===== config.mk =====
export PLATFORM = sky130hd
export DESIGN_NAME = arith_unit
export DESIGN_NICKNAME = d
export VERILOG_FILES = /design/src/rtl/alu_pkg.sv /design/src/rtl/addsub_w.sv /design/src/rtl/arith_unit.sv
export SDC_FILE = /design/constraint.sdc
export NUM_CORES = 1
export LEC_CHECK = 0
export BUFFER_PORTS_ARGS = -buffer_cell sky130_fd_sc_hd__buf_2
export CAP_MARGIN = 40
export CORE_ASPECT_RATIO = 1.25
export CORE_MARGIN = 2
export CORE_UTILIZATION = 55
export CTS_CLUSTER_SIZE = 40
export DETAILED_ROUTE_END_ITERATION = 10
export MAX_ROUTING_LAYER = met4
export PLACE_DENSITY = 0.78
export REMOVE_ABC_BUFFERS = 1
export SYNTH_ARGS = -nofsm -noshare
export SYNTH_HDL_FRONTEND = slang
export SYNTH_HIERARCHICAL = 1
export SYNTH_SLANG_ARGS = --single-unit
export TNS_END_PERCENT = 50

===== constraint.sdc =====
create_clock -name clk -period 2.8 [get_ports clk]
set_clock_uncertainty 0.1 [all_clocks]
set_input_delay 0 -clock clk [delete_from_list [all_inputs] [get_ports clk]]
set_output_delay 0 -clock clk [all_outputs]
set_load 0.01 [all_outputs]

===== src/rtl/alu_pkg.sv =====
// Shared constants for the ALU datapath: operand width, op encodings and
// step-counter geometry.
package alu_pkg;

  localparam int unsigned W = 8;

  localparam logic [1:0] OP_ADD = 2'b00;
  localparam logic [1:0] OP_SUB = 2'b01;
  localparam logic [1:0] OP_MUL = 2'b10;
  localparam logic [1:0] OP_DIV = 2'b11;

  localparam int unsigned CntW = 3;
  localparam logic [CntW-1:0] CntTerm = 3'd7;

endpackage


===== src/rtl/addsub_w.sv =====
// W-bit two's-complement adder/subtractor with signed-overflow flag.
module addsub_w #(
  parameter int unsigned W = 8
) (
  input  logic [W-1:0] a,
  input  logic [W-1:0] b,
  input  logic         sub,
  output logic [W-1:0] sum,
  output logic         ovf
);

  logic [W-1:0] b_eff;

  always_comb begin
    b_eff = sub ? ~b : b;
    sum   = a + b_eff + {{(W-1){1'b0}}, sub};
    // Overflow: operands share a sign but the result does not.
    ovf   = (a[W-1] == b_eff[W-1]) && (sum[W-1] != a[W-1]);
  end

endmodule


===== src/rtl/arith_unit.sv =====
// ALU datapath stage: A/Q/M/Q-1 registers, step counter and result register,
// updated by one-cycle micro-op strobes c0..c7 from the control FSM.
module arith_unit
  import alu_pkg::*;
#(
  parameter int unsigned W = alu_pkg::W
) (
  input  logic           clk,
  input  logic           rst,
  input  logic [W-1:0]   inbus,
  input  logic [1:0]     op,
  input  logic           c0,
  input  logic           c1,
  input  logic           c2,
  input  logic           c3,
  input  logic           c4,
  input  logic           c5,
  input  logic           c6,
  input  logic           c7,
  output logic           q0,
  output logic           qm1,
  output logic           a7,
  output logic           cnt_done,
  output logic [2*W-1:0] outbus,
  output logic           out_valid,
  output logic           ovf
);

  logic [W-1:0]    a_q, a_d, q_q, q_d, m_q, m_d;
  logic            qm1_q, qm1_d;
  logic [CntW-1:0] cnt_q, cnt_d;
  logic [2*W-1:0]  res_q, res_d;
  logic            valid_q, valid_d;
  logic            ovf_q, ovf_d;

  logic [W-1:0]    sum;
  logic            sum_ovf;
  logic            unused_op_hi;

  // Only op[0] matters here: it picks the shift direction.
  assign unused_op_hi = op[1];

  addsub_w #(
    .W (W)
  ) u_addsub (
    .a   (a_q),
    .b   (m_q),
    .sub (c3),
    .sum (sum),
    .ovf (sum_ovf)
  );

  always_comb begin
    a_d     = a_q;
    q_d     = q_q;
    qm1_d   = qm1_q;
    cnt_d   = cnt_q;
    ovf_d   = ovf_q;
    m_d     = c1 ? inbus : m_q;
    res_d   = c7 ? {a_q, q_q} : res_q;
    valid_d = c7;

    if (c0) begin
      q_d   = inbus;
      a_d   = '0;
      qm1_d = 1'b0;
      cnt_d = '0;
      ovf_d = 1'b0;
    end else begin
      if (c4) begin
        if (op[0]) begin
          {a_d, q_d} = {a_q[W-2:0], q_q, c6};
        end else begin
          {a_d, q_d, qm1_d} = {a_q[W-1], a_q, q_q};
        end
      end else if (c2) begin
        a_d   = sum;
        ovf_d = sum_ovf;
      end
      if (c5) begin
        cnt_d = cnt_q + {{(CntW-1){1'b0}}, 1'b1};
      end
    end
  end

  always_ff @(posedge clk or posedge rst) begin
    if (rst) begin
      a_q     <= '0;
      q_q     <= '0;
      m_q     <= '0;
      qm1_q   <= 1'b0;
      cnt_q   <= '0;
      res_q   <= '0;
      valid_q <= 1'b0;
      ovf_q   <= 1'b0;
    end else begin
      a_q     <= a_d;
      q_q     <= q_d;
      m_q     <= m_d;
      qm1_q   <= qm1_d;
      cnt_q   <= cnt_d;
      res_q   <= res_d;
      valid_q <= valid_d;
      ovf_q   <= ovf_d;
    end
  end

  assign q0        = q_q[0];
  assign qm1       = qm1_q;
  assign a7        = a_q[W-1];
  assign cnt_done  = (cnt_q == CntTerm);
  assign outbus    = res_q;
  assign out_valid = valid_q;
  assign ovf       = ovf_q;

endmodule

Word level (Yosys, flattened, before mapping) --
Cells that the tools add are included. Widths: inputs -> output; s select.
Cells by class: add/subtract/negate cells 3, equality and inequality tests 6, multiplexer cells 16, bitwise gates (word level) 1, reduce and logical (&&, ||, !) cells 8
Operators by type and width (count):
- $mux 8 | 8
- $add 8x1->8 | 1
- $add 8x8->8 | 1
- $not 8->8 | 1
- $mux 1 | 6
- $mux 3 | 2
- $reduce_and 2->1 | 3
- $reduce_bool 2->1 | 3
- $add 3x1->3 const B | 1
- $eq 3x3->1 const B | 1
- $ne 3x3->1 const B | 1
- $reduce_bool 3->1 | 1
- $ne 2x1->1 const B | 1
- $ne 2x2->1 const B | 1
- $eq 1x1->1 | 1
- $logic_and 1x1->1 | 1
- $ne 1x1->1 | 1
Storage, ports and cells: bits in registers 46, input bits 20, logic and storage cells 43

Depth between registers and ports, before layout --
depth in word-level cells 9, depth in mapped cells 10, gate-level depth less buffers 9

Hierarchy --
The synthesis kept the hierarchy.
By module, submodules not included:
- arith_unit | instances 1, cells each 164, area an instance 2110.8 um^2, sequential area each 1151.1 um^2
- addsub_w | instances 1, cells each 49, area an instance 410.4 um^2, sequential area each 0.0 um^2

Worst setup path before layout --
OpenSTA, ideal clock, no wires.
path type register to register, start register m_q[0], end register a_q[6], library setup time 0.094 ns, arrival time 1.965 ns, data required time 2.606 ns, slack 0.641 ns, stages on the path, launching flop included 9, cells stage by stage dfrtp_1 mux2i_2 fa_1 nor2b_4 o31a_1 or4_1 nand3_1 a211oi_1 a211oi_1
Between the ends: cells in the longest elaborated chain, start to end 7
RTL lines:
- start, declared | line arith_unit.sv:29 | logic [W-1:0] a_q, a_d, q_q, q_d, m_q, m_d;
- start signal, assigned | line arith_unit.sv:99 | m_q <= m_d;
- $not 8->8 | line addsub_w.sv:15 | b_eff = sub ? ~b : b;
- $mux 8 (*) | line addsub_w.sv:15
- $add 8x8->8 (*) | line addsub_w.sv:16 | sum = a + b_eff + {{(W-1){1'b0}}, sub};
- $add 8x1->8 (*) | line addsub_w.sv:16
- net sum[6] | line arith_unit.sv:36 | logic [W-1:0] sum;
- $mux 8 (*) | line arith_unit.sv:76 | end else if (c2) begin
- $mux 8 (*) | line arith_unit.sv:70 | if (c4) begin
- $mux 8 (*) | line arith_unit.sv:63 | if (c0) begin
- end signal, assigned | line arith_unit.sv:88 | a_q <= '0;
- end signal, assigned | line arith_unit.sv:97 | a_q <= a_d;
- end, declared | line arith_unit.sv:29
Mark *: on every way through the listed nets, which the timed path passes. The rest lies on a longest branch. The select of a mux whose other input is x is not followed. A chain may end at the register's enable or synchronous reset.

Worst setup path after layout --
start register a_q[0], end register a_q[6]
Between the ends: cells in the longest elaborated chain, start to end 5
RTL lines (line):
- $add 8x8->8 | addsub_w.sv:16
- $add 8x1->8 | addsub_w.sv:16
- net sum[6] | arith_unit.sv:36
- $mux 8 | arith_unit.sv:76
- $mux 8 | arith_unit.sv:70
- $mux 8 | arith_unit.sv:63
The timed path passes the listed nets, and every way through them passes these cells. The select of a mux whose other input is x is not followed.

==> impl_metrics.toml <==
[setup_path]
crit_fanout = 6
r2r.worst_path.cells = 8
arrival_ns = 2.50
timing.critical_path.to_type = "register"
regToRegEndpoint = "a_q[6]$_DFFE_PP0P_"
critical_path.startpoint_type = "register"
worst_r2r_src = "a_q[0]$_DFFE_PP0P_"
worst-endpoint-required_ns = 2.90
setup.reg_to_reg.worst_slack_ns = 0.40
timing_worst_setup_path_type = "reg -> reg"

[die]
core.rowCount = 27
die-width_um = 64.6
ioPinCount = 42
die-height_um = 79.7
coreArea_sq_mm = 0.00439
initial_utilization_pct = 57.4
fp.dieArea_sq_mm = 0.00514

[synth]
syn_inst = 213
async_flop_share_pct = 100
yosysWarnings = 6
post-synth-top-area-fraction_pct = 45.7
synth_edf_count = 0
post_synthesis_instance_area_sq_mm = 0.00252
synth_ff_type = "dfrtp_1"
ys_seq_elements = 46
yosys-top-cells-count = "dfrtp_1, mux2_2, a211oi_1"
synth_sequential_area_ratio_pct = 45.7
top_cell_type_by_total_area_after_synthesis = "dfrtp_1"
synth_area_per_cell_sq_um = 11.8
synth_area_leaders = "dfrtp_1, mux2_2, mux2i_1"
synth_cell_types = 35
yosysMostFrequentCell = "dfrtp_1"

[global_routing]
globalRouteTotalUtil_pct = 23.0
antenna_found_initial = 0
grt_pass1_vias = 1910
largest_net_degree_at_the_start_of_global_routing = 35
global_route_wire_length_before_repair_mm = 8.84
global_route.overflow_total = 0

[routing]
dr_total_vias = 1799
wl_mm = 5.20
detail_route.vias_per_cell = 5.66
wire_per_inst_um = 16.3
post-route-drc-count = 0
drtPass1Iterations = 4
route.antenna.remaining_nets = 0
first_iter_violations = 82

[sta]
final-setup-viol-count = 0
fin_crit_ns = 2.40
max-slew-margin-rel_pct = 56.9
grt_setup_unrepaired = "false"
fin_tns_setup_ns = 0
achievable-frequency_mhz = 416
hold_fails_final_rpt = 0
timing.final.ws_setup_ns = 0.398
tightestPinTransition_ns = 0.646
final_min_period_over_clock_period_pct = 85.8
final-max-slew-violation-count = 0

[pwr]
p_seq_share_pct = 46.1
power_density_mw_per_mm2 = 589
clockPowerShare_pct = 28.2
switchingPower_w = 0.000515
leakagePower_nw = 1.45
power.share.switching_pct = 29.7
power.ir.vdd_worst_mv = 0.416
gate_power_share_pct = 25.7
power.internal_w = 0.00122

[placement]
postPlaceCellArea_sq_mm = 0.00272
placed_wire_length_estimate_after_detailed_placement_mm = 3.49
buffer_ports.inserted = 40
place_congestion = 0.776
detailedPlace.worstSlack_ns = 0.453

[clocking]
postCtsResizedCells = 0
clock_sinks = 46
clock_tree.htree_level_count = 2
clk_latency_ns = 0.29
worst_setup_hold_path_clk_slew_ns = 0.09
cts_tree = "yes"
numCtsBuffers = 5
post_cts_setup_driven_buffer_insertion_count = 0
clockBufferDepth = 2
clock_tree.root_cell = "clkbuf_8"
holdBufCountCts = 12

[worst_hold_path]
timing.hold.worst_endpoint = "q_q[0]$_DFFE_PP0P_"
hold_start = "c6"
whs_path_depth = 4
hold_path_class = "in -> reg"

[final_layout]
final-seq-area_sq_mm = 0.00115
n_fill_cell = 336
finalInstanceArea_sq_mm = 0.00295
layout-area-overhead-vs-synth_pct = 16.9
multi_input_comb_area_sq_mm = 0.00125
num_antenna_cells = 0
finalNetCount = 288
drive_gt1_share_pct = 30.8

[flow_run]
count_of_maximum_capacitance_violations = 0

[outcome]
outcome = "finished clean"
[routing by layer]
layer,part of all wire [%],vias to the layer above,track usage (%)
met2,56,33,40.8
met4,1.3,0,10.0
met1,40,908,25.7
met5,0,-,-
met3,2.7,7,3.39
li1,-,851,-
[cells by family after synthesis]
kind of cell	after synthesis	synth area share, %
compound gates	44	13.6
xor+xnor	13	4.52
fa+ha+maj	9	4.76
buf+inv	20	4.76
flops	46	45.7
mux	45	19.2
simple gates	36	7.49
[critical path, cell delays in order, from the launching register on]
cell      delay (ns)
dfrtp_1         0.47
mux2i_2         0.28
fa_1            0.32
nor2b_4         0.06
o31a_1          0.27
or4_1           0.41
nand3_1         0.09
a211oi_1        0.07
a211oi_1        0.24
[registers in the layout, indices dropped and copies added, names as in the netlist]
register and count:
a_q 8, q_q 8, qm1 1, cnt_q 3, outbus 16, m_q 8, out_valid 1, ovf 1
[metrics by stage]
step           util [%]  hold slack, ns  total power, W  cells
2_1_floorplan         -         -0.0686         0.00110    199
3_3_place_gp       61.4           0.120         0.00122    297
3_5_place_dp       61.9          -0.108         0.00124    298
4_1_cts            67.1          0.0839         0.00175    318
5_1_grt            67.1           0.113         0.00183    318
6_report           67.1          0.0872         0.00174    318
[how the worst max path moves through the flow]
stage                             startpoint            endpoint  slack, ns  cells past startpoint
after floorplan           m_q[0]$_DFFE_PP0P_  a_q[6]$_DFFE_PP0P_       0.64                      8
after global placement    a_q[0]$_DFFE_PP0P_  a_q[6]$_DFFE_PP0P_       0.51                      8
after detailed placement  a_q[0]$_DFFE_PP0P_  a_q[6]$_DFFE_PP0P_       0.45                      8
after CTS                 a_q[0]$_DFFE_PP0P_  a_q[6]$_DFFE_PP0P_       0.42                      8
after global routing      a_q[0]$_DFFE_PP0P_  a_q[6]$_DFFE_PP0P_       0.21                      8
final                     a_q[0]$_DFFE_PP0P_  a_q[6]$_DFFE_PP0P_       0.40                      8
[layout make-up]
cell class                 count  area share [%]
clock buffer                   6            2.46
clock inverter                 2            1.27
inverter                       6           0.764
multi-input combinational    147            42.4
sequential                    46            39.1
tap                           58            2.46
timing repair buffer          53            11.5
[power groups by stage]
| stage | clock network, W | logic [W] | registers [W] |
|---|---|---|---|
| finish | 0.000490 | 0.000445 | 0.000801 |
| global placement | 0 | 0.000412 | 0.000810 |
| CTS | 0.000499 | 0.000447 | 0.000800 |
| floorplan | 0 | 0.000281 | 0.000815 |
| detailed placement | 0 | 0.000430 | 0.000813 |
| global route | 0.000528 | 0.000494 | 0.000811 |
[placed cells by master (no fill, tap or decap), types with 2 or more instances in the layout]
master	n
dlygate4sd3_1	12
a21oi_1	5
xnor2_1	2
buf_2	40
ha_1	8
nand2_1	5
dfrtp_1	46
nor2b_4	2
xor2_1	11
clkbuf_8	5
a211oi_1	22
nor2_1	15
mux2i_1	20
a21o_1	9
o21ai_0	2
mux2_2	24
nor2b_1	7
inv_1	5
Power figures use the tool's default switching activity.
